--- src/rtl/move_step_ctrl_pkg.sv ---
// ---------------------------------------------------------------------------
// move_step_ctrl_pkg
//   Definitions shared by the move playback sequencer and the 7-seg display
//   formatter: 2-bit move codes, the playback FSM state encoding, and a
//   small binary-to-BCD helper for the 1-based step number.
//   No ports (package).
// ---------------------------------------------------------------------------
package move_step_ctrl_pkg;

    // Move codes as packed by the solver, two bits per move.
    typedef enum logic [1:0] {
        UP    = 2'd0,
        DOWN  = 2'd1,
        RIGHT = 2'd2,
        LEFT  = 2'd3
    } move_t;

    // Playback FSM states.
    typedef enum logic [1:0] {
        IDLE = 2'd0,
        SHOW = 2'd1,
        DONE = 2'd2
    } state_t;

    // Width of the move index / step counters (covers 0..31).
    localparam int STEP_W = 5;

    // Binary (0..31) to two BCD digits {tens, ones}. Playback only ever
    // feeds 0..17, but every input value gives well-formed digits.
    function automatic logic [7:0] to_bcd(input logic [STEP_W-1:0] v);
        logic [3:0] tens;
        logic [3:0] ones;
        if (v >= 5'd30) begin
            tens = 4'd3;
            ones = 4'(v - 5'd30);
        end else if (v >= 5'd20) begin
            tens = 4'd2;
            ones = 4'(v - 5'd20);
        end else if (v >= 5'd10) begin
            tens = 4'd1;
            ones = 4'(v - 5'd10);
        end else begin
            tens = 4'd0;
            ones = 4'(v);
        end
        return {tens, ones};
    endfunction

endpackage

--- src/rtl/move_step_ctrl_btn_debounce.sv ---
// ---------------------------------------------------------------------------
// btn_debounce
//   Turns a raw, bouncing, asynchronous push-button into a single-cycle
//   press pulse. The button first passes a 2-FF synchronizer; a counter then
//   measures how long the synchronized level has been 1. The pulse fires once
//   the level has been 1 for DEBOUNCE_CYC consecutive cycles after being 0.
//   Releasing the button produces nothing, and holding it produces exactly
//   one pulse.
//
// Parameters
//   DEBOUNCE_CYC  consecutive stable-high cycles required before a press
// Ports
//   clk    in   system clock
//   rst_n  in   synchronous, active-low reset
//   btn    in   raw asynchronous button, active high
//   press  out  registered 1-cycle press pulse
// ---------------------------------------------------------------------------
module btn_debounce #(
    parameter int DEBOUNCE_CYC = 250_000
) (
    input  logic clk,
    input  logic rst_n,
    input  logic btn,
    output logic press
);

    localparam int CW = $clog2(DEBOUNCE_CYC + 1);
    localparam logic [CW-1:0] CNT_LAST = CW'(DEBOUNCE_CYC - 1);
    localparam logic [CW-1:0] CNT_FULL = CW'(DEBOUNCE_CYC);

    logic          sync1;
    logic          sync2;
    logic [CW-1:0] cnt;

    // cnt holds the number of consecutive high cycles seen so far and
    // saturates at DEBOUNCE_CYC, so a held button can match CNT_LAST only
    // once; any low cycle restarts the measurement.
    always_ff @(posedge clk) begin
        if (!rst_n) begin
            sync1 <= 1'b0;
            sync2 <= 1'b0;
            cnt   <= '0;
            press <= 1'b0;
        end else begin
            sync1 <= btn;
            sync2 <= sync1;
            if (!sync2) begin
                cnt <= '0;
            end else if (cnt != CNT_FULL) begin
                cnt <= cnt + 1'b1;
            end
            press <= sync2 && (cnt == CNT_LAST);
        end
    end

endmodule

--- src/rtl/move_step_ctrl.sv ---
// ---------------------------------------------------------------------------
// move_step_ctrl
//   Plays back a solved 8-puzzle move list for the 4-digit 7-seg display.
//   When the solver raises comp, the packed move list and its length are
//   copied into a shadow register; a debounced button press then steps
//   through the moves one at a time. The display formatter receives the
//   current move code, the 1-based step number in BCD and valid/done flags.
//
//   Handshake: comp is a level held high while the solver result is valid.
//   A rising edge of comp (seen in IDLE) captures the list; comp going low
//   returns to IDLE on the next cycle from any state and wins over a press
//   in the same cycle. ord/n_moves are only sampled at that capture.
//
//   Optional feature, macro AUTOPLAY_EN: when defined, an internal counter
//   also advances the step every AUTO_CYC cycles while in SHOW. The counter
//   restarts on SHOW entry and on every press; press and auto pulses are
//   ORed. When undefined, no auto counter exists.
//
// Parameters
//   N_MOVES       max moves in the packed list (ord is 2*N_MOVES bits)
//   DEBOUNCE_CYC  button stable-high cycles before a press is accepted
//   AUTO_CYC      auto-advance period in cycles (AUTOPLAY_EN builds only)
// Ports
//   clk        in   system clock
//   rst_n      in   synchronous, active-low reset
//   comp       in   solver done level
//   ord        in   packed moves, move k at ord[2k+:2], k=0 first
//   n_moves    in   number of valid moves in ord
//   btn        in   raw asynchronous push-button, active high
//   move       out  current move code
//   move_vld   out  move and step outputs are meaningful
//   step_tens  out  BCD tens of the 1-based step number
//   step_ones  out  BCD ones of the 1-based step number
//   done       out  last move has been passed
//   fsm_state  out  playback FSM state (debug observation)
// ---------------------------------------------------------------------------
module move_step_ctrl
    import move_step_ctrl_pkg::*;
#(
    parameter int N_MOVES      = 17,
    parameter int DEBOUNCE_CYC = 250_000,
    parameter int AUTO_CYC     = 25_000_000
) (
    input  logic                   clk,
    input  logic                   rst_n,
    input  logic                   comp,
    input  logic [2*N_MOVES-1:0]   ord,
    input  logic [STEP_W-1:0]      n_moves,
    input  logic                   btn,
    output logic [1:0]             move,
    output logic                   move_vld,
    output logic [3:0]             step_tens,
    output logic [3:0]             step_ones,
    output logic                   done,
    output logic [1:0]             fsm_state
);

    localparam logic [STEP_W-1:0] LEN_MAX = STEP_W'(N_MOVES);

    state_t               state;
    state_t               state_nx;
    logic                 comp_q;
    logic [2*N_MOVES-1:0] shadow;
    logic [STEP_W-1:0]    len;
    logic [STEP_W-1:0]    idx;
    logic [STEP_W-1:0]    len_cap;
    logic                 press;
    logic                 auto_pulse;
    logic                 step_evt;
    logic                 idx_last;
    logic                 capture;
    logic                 advance;
    logic                 replay;

    // Registered next-output values, built by the output process.
    logic [1:0]           move_d;
    logic                 move_vld_d;
    logic [3:0]           step_tens_d;
    logic [3:0]           step_ones_d;
    logic                 done_d;
    logic [7:0]           bcd;

    // -----------------------------------------------------------------------
    // Button path
    // -----------------------------------------------------------------------
    btn_debounce #(
        .DEBOUNCE_CYC (DEBOUNCE_CYC)
    ) u_btn_debounce (
        .clk   (clk),
        .rst_n (rst_n),
        .btn   (btn),
        .press (press)
    );

    // -----------------------------------------------------------------------
    // Auto-advance
    // -----------------------------------------------------------------------
`ifdef AUTOPLAY_EN
    localparam int AW = $clog2(AUTO_CYC + 1);
    localparam logic [AW-1:0] AUTO_LAST = AW'(AUTO_CYC - 1);

    logic [AW-1:0] auto_cnt;

    // Held at zero outside SHOW, so entering SHOW always starts a full
    // period; any advance in SHOW (press or auto) also restarts it.
    always_ff @(posedge clk) begin
        if (!rst_n) begin
            auto_cnt <= '0;
        end else if (state != SHOW || press || auto_pulse) begin
            auto_cnt <= '0;
        end else begin
            auto_cnt <= auto_cnt + 1'b1;
        end
    end

    assign auto_pulse = (state == SHOW) && (auto_cnt == AUTO_LAST);
`else
    // The period parameter stays on the interface so both builds share one
    // instantiation; it has no logic behind it here.
    logic unused_auto_cfg;
    assign unused_auto_cfg = (AUTO_CYC > 0);
    assign auto_pulse      = 1'b0;
`endif

    // -----------------------------------------------------------------------
    // Control decodes
    // -----------------------------------------------------------------------
    assign len_cap  = (n_moves > LEN_MAX) ? LEN_MAX : n_moves;
    assign step_evt = press || auto_pulse;
    assign idx_last = (idx == len - 1'b1);
    assign capture  = (state == IDLE) && comp && !comp_q;
    // comp low blocks every advance, giving it priority over a press.
    assign advance  = (state == SHOW) && comp && step_evt;
    assign replay   = (state == DONE) && comp && press && (len != '0);

    // -----------------------------------------------------------------------
    // FSM: state register
    // -----------------------------------------------------------------------
    always_ff @(posedge clk) begin
        if (!rst_n) begin
            state <= IDLE;
        end else begin
            state <= state_nx;
        end
    end

    // -----------------------------------------------------------------------
    // FSM: next-state logic
    // -----------------------------------------------------------------------
    always_comb begin
        state_nx = state;
        if (!comp) begin
            state_nx = IDLE;
        end else begin
            case (state)
                IDLE: begin
                    if (!comp_q) begin
                        state_nx = (n_moves == '0) ? DONE : SHOW;
                    end
                end
                SHOW: begin
                    if (step_evt && idx_last) begin
                        state_nx = DONE;
                    end
                end
                DONE: begin
                    if (press && (len != '0)) begin
                        state_nx = SHOW;
                    end
                end
                default: state_nx = IDLE;
            endcase
        end
    end

    // -----------------------------------------------------------------------
    // Shadow list, length and move index
    // -----------------------------------------------------------------------
    always_ff @(posedge clk) begin
        if (!rst_n) begin
            comp_q <= 1'b0;
            shadow <= '0;
            len    <= '0;
            idx    <= '0;
        end else begin
            comp_q <= comp;
            if (capture) begin
                shadow <= ord;
                len    <= len_cap;
                idx    <= '0;
            end else if (advance && !idx_last) begin
                idx <= idx + 1'b1;
            end else if (replay) begin
                idx <= '0;
            end
        end
    end

    // -----------------------------------------------------------------------
    // FSM: output logic (registered below, so outputs trail state/idx by one
    // cycle)
    // -----------------------------------------------------------------------
    always_comb begin
        move_d      = 2'd0;
        move_vld_d  = 1'b0;
        step_tens_d = 4'd0;
        step_ones_d = 4'd0;
        done_d      = 1'b0;
        bcd         = 8'd0;
        case (state)
            SHOW: begin
                bcd         = to_bcd(idx + 1'b1);
                move_d      = shadow[{idx, 1'b0} +: 2];
                move_vld_d  = 1'b1;
                step_tens_d = bcd[7:4];
                step_ones_d = bcd[3:0];
            end
            DONE: begin
                // Step digits freeze at the list length.
                bcd         = to_bcd(len);
                done_d      = 1'b1;
                step_tens_d = bcd[7:4];
                step_ones_d = bcd[3:0];
            end
            default: begin
                move_d = 2'd0;
            end
        endcase
    end

    always_ff @(posedge clk) begin
        if (!rst_n) begin
            move      <= 2'd0;
            move_vld  <= 1'b0;
            step_tens <= 4'd0;
            step_ones <= 4'd0;
            done      <= 1'b0;
        end else begin
            move      <= move_d;
            move_vld  <= move_vld_d;
            step_tens <= step_tens_d;
            step_ones <= step_ones_d;
            done      <= done_d;
        end
    end

    assign fsm_state = state;

endmodule

--- config.mk ---
export PLATFORM = sky130hd
export DESIGN_NAME = move_step_ctrl
export DESIGN_NICKNAME = d
export VERILOG_FILES = /design/src/rtl/move_step_ctrl_pkg.sv /design/src/rtl/move_step_ctrl_btn_debounce.sv /design/src/rtl/move_step_ctrl.sv
export SDC_FILE = /design/constraint.sdc
export NUM_CORES = 1
export LEC_CHECK = 0
export CORE_AREA = 2 2 113 115
export DETAILED_ROUTE_END_ITERATION = 7
export DIE_AREA = 0 0 115 117
export SLEW_MARGIN = 10
export SYNTH_ARGS = -nofsm -noshare
export SYNTH_HDL_FRONTEND = slang
export SYNTH_SLANG_ARGS = --single-unit
--- constraint.sdc ---
create_clock -name clk -period 2.7 [get_ports clk]
set_input_delay 0.54 -clock clk [delete_from_list [all_inputs] [get_ports clk]]
set_output_delay 0.54 -clock clk [all_outputs]
set_load 0.02 [all_outputs]
# Word level (Yosys, flattened, before mapping)
# Cells that the tools add are included.
[word_totals]
ff_bits = 80
in_bits = 43
output_inout_bits = 14
word_cells = 86
[classes]
add_sub_neg = 9
n_lt_le_gt_ge = 7
n_eq_ne = 8
n_shift = 1
muxes = 24
n_bitwise = 1
reduce_logical = 22
[ops]
columns = ["op", "count"]
rows = [
  ["$shiftx A34 B7 Y2", 1],
  ["$mux W4", 6],
  ["$ge A5 B5 Y1 const B", 4],
  ["$add A18 B1 Y18 const B", 1],
  ["$eq A18 B18 Y1 const B", 1],
  ["$ne A18 B18 Y1 const B", 1],
  ["$mux W2", 8],
  ["$sub A4 B4 Y4 const B", 4],
  ["$mux W5", 3],
  ["$logic_and A1 B1 Y1", 11],
  ["$ge A5 B4 Y1 const B", 2],
  ["$pmux W4 S2", 1],
  ["$sub A4 B3 Y4 const B", 2],
  ["$pmux W2 S3", 1],
  ["$reduce_and A2 Y1", 3],
  ["$add A5 B1 Y5 const B", 1],
  ["$eq A5 B5 Y1", 1],
  ["$gt A5 B5 Y1 const B", 1],
  ["$logic_not A5 Y1", 1],
  ["$reduce_bool A5 Y1", 1],
  ["$sub A5 B1 Y5 const B", 1],
  ["$mux W1", 4],
  ["$ne A2 B1 Y1 const B", 2],
  ["$pmux W2 S2", 1],
  ["other kinds (9)", 10],
]

# Longest topological paths before layout
[logic_depth]
ltp_word = 6
depth_mapped = 11
ltp_nobuf = 11

# Cells and area by module
# Synthesis repeated with hierarchy kept, for this count alone.
[hier_totals]
cells_unflattened = 514
hier_area_um2 = 4276.6
[modules_own_cells]
columns = ["module", "n_inst", "cells_each", "area_per_inst_um2", "seq_area_each_um2"]
rows = [
  ["move_step_ctrl", 1, 407, 3325.7, 1141.1],
  ["btn_debounce", 1, 107, 950.9, 420.4],
]

# Worst setup path after synthesis
# OpenSTA, ideal clock, no wires.
[synth_path]
kind = "register -> register"
from = "register idx[1]"
to = "register step_ones[2]"
setup_ns = 0.125
t_arrival_ns = 2.386
required_ns = 2.575
setup_slack_ns = 0.190
stages_incl_launch_ff = 11
path_buffers = 1
period_less_slack_ns = 2.510
path_cell_list = "dfxtp_1 clkbuf_1 inv_1 ha_1 ha_1 nand2b_1 a221oi_1 a21oi_1 o211a_1 o221ai_1 a21oi_1"
[synth_via]
elab_chain_len = 6
word_cells_on_any_way = 11
classes_between = "add/sub: 4; order compare: 3; mux: 4"
[synth_lines]
columns = ["item", "line_no", "rtl"]
rows = [
  ["from (decl)", "move_step_ctrl.sv:65", "logic [STEP_W-1:0] idx;"],
  ["from (signal assigned)", "move_step_ctrl.sv:192", "idx <= idx + 1'b1;"],
  ["$add A5 B1 Y5 (*)", "move_step_ctrl.sv:212", "bcd = to_bcd(idx + 1'b1);"],
  ["$sub A4 B4 Y4 / $ge A5 B4 Y1 (equally long branches)", "move_step_ctrl_pkg.sv:41, move_step_ctrl_pkg.sv:39", ""],
  ["$mux W4", "move_step_ctrl_pkg.sv:39", "end else if (v >= 5'd10) begin"],
  ["$mux W4", "move_step_ctrl_pkg.sv:36", "end else if (v >= 5'd20) begin"],
  ["$mux W4 (*)", "move_step_ctrl_pkg.sv:33", "if (v >= 5'd30) begin"],
  ["$pmux W4 S2 (*)", "move_step_ctrl.sv:210", "case (state)"],
  ["to (signal assigned)", "move_step_ctrl.sv:242", "step_ones <= step_ones_d;"],
  ["to (decl)", "move_step_ctrl.sv:53", "output logic [3:0] step_ones,"],
]
# Mark *: on every way between the ends. The rest lies on a longest branch, timed or not.
# A chain may end at the register's enable or synchronous reset.

# Worst setup path after layout
# Same ends and word-level chain as after synthesis.

==> impl_metrics.toml <==
[clock_tree]
cts_made_buffers = 9
clk_pin_slew_worst_paths_ps = 60
root_buffer = "clkbuf_16"
cts_setup_buffers = 0
htreeDepth = 3
ctsHoldBuffers = 0
cts.sinks = 78
cts_max_path_buffers = 2
cts_tree = "done"
cts_resized = 0
clk_latency_ps = 350

[worst_hold_path]
hold_start = "u_btn_debounce.sync1$_SDFF_PN0_"
hold_class = "reg2reg"

[sta]
final.min_clock_period_ps = 2500
fmax_mhz = 400
hold_viol = 0
rsz0062_at_grt = "false"
worst_pin_slew_ps = 502
setup_viol = 0
slew_violations = 0
slew_headroom_pct = 66.2
setup-tns-final_ps = 0
fin_crit_sh_pct = 92.7
skew_ps = 7.60

[power]
power_density_nw_per_um2 = 571
p_leak_nw = 1.89
irDropWorstVdd_mv = 0.350

[route]
ant_nets = 0
avgViaCountPerCell = 5.05
routedWlPerCell_um = 13.8
drc = 0
via_count = 3561
drt-pass1-iter-count = 4
first_iter_violations = 95
totalWireLength_um = 9720

[placed_design]
place_congestion = 0.925
dp_cells = 689
io_buffers = 54
dp_hpwl_um = 7130

[finish]
drive_gt1_share_pct = 8.83
final_core_util_pct = 42.6
fin_nets = 615
antenna_cells = 0
area_growth_pct = 24.4
fin_cells = 705

[flow_run]
drv_cap = 0

[critical_path]
crit_path_start = "idx[1]$_SDFFE_PP0P_"
crit_type = "reg2reg"
crit_path_max_fanout = 6
r2r_start = "idx[1]$_SDFFE_PP0P_"
worstPathArrival_ps = 2720
critPathLaunchType = "flop"
endpoint_kind = "flop"
cp.required_ps = 2920

[floorplanning]
die-area_um2 = 13500
fp.dieH_um = 117
ioPinCount = 57
core-area_um2 = 12300
start_util_pct = 34.2
rows = 41
dieWidth_um = 115

[global_routing]
grt_pass1_wl_um = 16200
track_usage_pct = 15.3
grt_max_degree = 41
antenna_found_initial = 0
grt-ovfl-total = 0
grt_pass1_vias = 3416

[yosys]
async_reset_ff_share_pct = 0
syn_inst = 497
yosysWarnings = 0
ys_types = 57
synth_seq_cells = 78
synth_edf_count = 0
synth_top_area_share_pct = 37.1
synth_seq_area_share_pct = 37.1
ys.flop_type = "dfxtp_1"
synth_area_leaders = "dfxtp_1, nand2_1, a21boi_0"
synth_largest_area_cell = "dfxtp_1"
avgSynthCellArea_um2 = 8.47
netlist_area_um2 = 4210

[outcome]
status = "finished, final reports clean"
==> metal layers <==
layer | routed length [um] | GRT usage, % | part of all wire, %
met1 | 4560 | 19.6 | 47
met2 | 4560 | 24.3 | 47
met3 | 442 | 4.99 | 4.5
met4 | 151 | 5.54 | 1.6
met5 | 0 | 0 | 0
==> layout by cell type, fill, tap and decap left out, types with 14 or more instances in the layout <==
master and n:
nand2_1 109, dfxtp_1 78, clkdlybuf4s50_1 54, a21boi_0 39, nor2_1 25, ha_1 22
a21oi_1 19, inv_1 18, nand3_1 16, xor2_1 14, buf_4 14
==> power breakdown <==
part           internal, mW  total, mW  switching [mW]
logic                 0.216      0.483           0.267
clock network         0.728       1.24           0.515
registers              1.22       1.26          0.0445
==> worst max-delay path, stage by stage, from the launching register on <==
cell	delay, ps
dfxtp_1	350
ha_1	220
nand2b_1	170
nand2_1	130
inv_1	90
ha_1	250
nand2b_1	160
a221oi_1	320
a21oi_1	180
o211a_1	250
o221ai_1	160
a21oi_1	100
==> cell families (layout without fill, tap and decap cells) <==
group	count (synthesis)	count (layout)	synth area share [%]
AO/OA/AOI/OAI	102	102	17.2
XOR/XNOR	26	26	5.76
adder cells (fa/ha/maj)	22	22	6.54
buffers and inverters	46	103	4.87
flip-flops	78	78	37.1
multiplexers	12	12	5.35
other	1	2	0.0890
AND/OR/NAND/NOR	210	210	23.1
==> flip-flops by register name, indices dropped and copies added (netlist names), 2 cells and up <==
name / cells
step_tens: 2
step_ones: 4
shadow: 34
u_btn_debounce.cnt: 18
fsm_state: 2
len: 5
idx: 5
move: 2
==> Yosys cell counts (6+ instances only) <==
master,instances
clkbuf_1,19
nand3_1,16
inv_1,18
dfxtp_1,78
buf_4,6
nand4_1,9
a21boi_0,39
a21oi_1,19
xnor2_1,10
xor2_1,14
o21ai_0,8
nand2b_1,7
ha_1,22
nand2_1,109
nor2_1,26
nor3_1,6
mux4_2,8
==> final cells by class <==
| class | count | area, um2 |
|---|---|---|
| timing repair buffer | 69 | 666 |
| clock buffer | 9 | 225 |
| sequential | 78 | 1560 |
| clock inverter | 7 | 80.1 |
| multi-input combinational | 374 | 2450 |
| tap | 150 | 188 |
| inverter | 18 | 67.6 |
| fill | 1232 | 7070 |
==> worst paths after layout <==
check | to | slack (ps) | cells after the start
min | u_btn_debounce.sync2$_SDFF_PN0_ | 440 | 1
max | step_ones[2]$_SDFF_PN0_ | 200 | 11
max reg2reg | step_ones[2]$_SDFF_PN0_ | 200 | 11
min reg2reg | u_btn_debounce.sync2$_SDFF_PN0_ | 440 | 1
==> through the flow <==
step / instance area, um2 / power (mW) / hold WS [ps] / worst slack (ps)
final: 5240 / 2.99 / 439 / 198
after global routing: 5240 / 3.14 / 471 / 6.62
after CTS: 5240 / 3.03 / 445 / 210
after detailed placement: 4930 / 1.77 / 431 / 228
after global placement: 4930 / 1.77 / 426 / 344
after floorplan: 4220 / 1.59 / 412 / 190
Power figures use the tool's default switching activity.
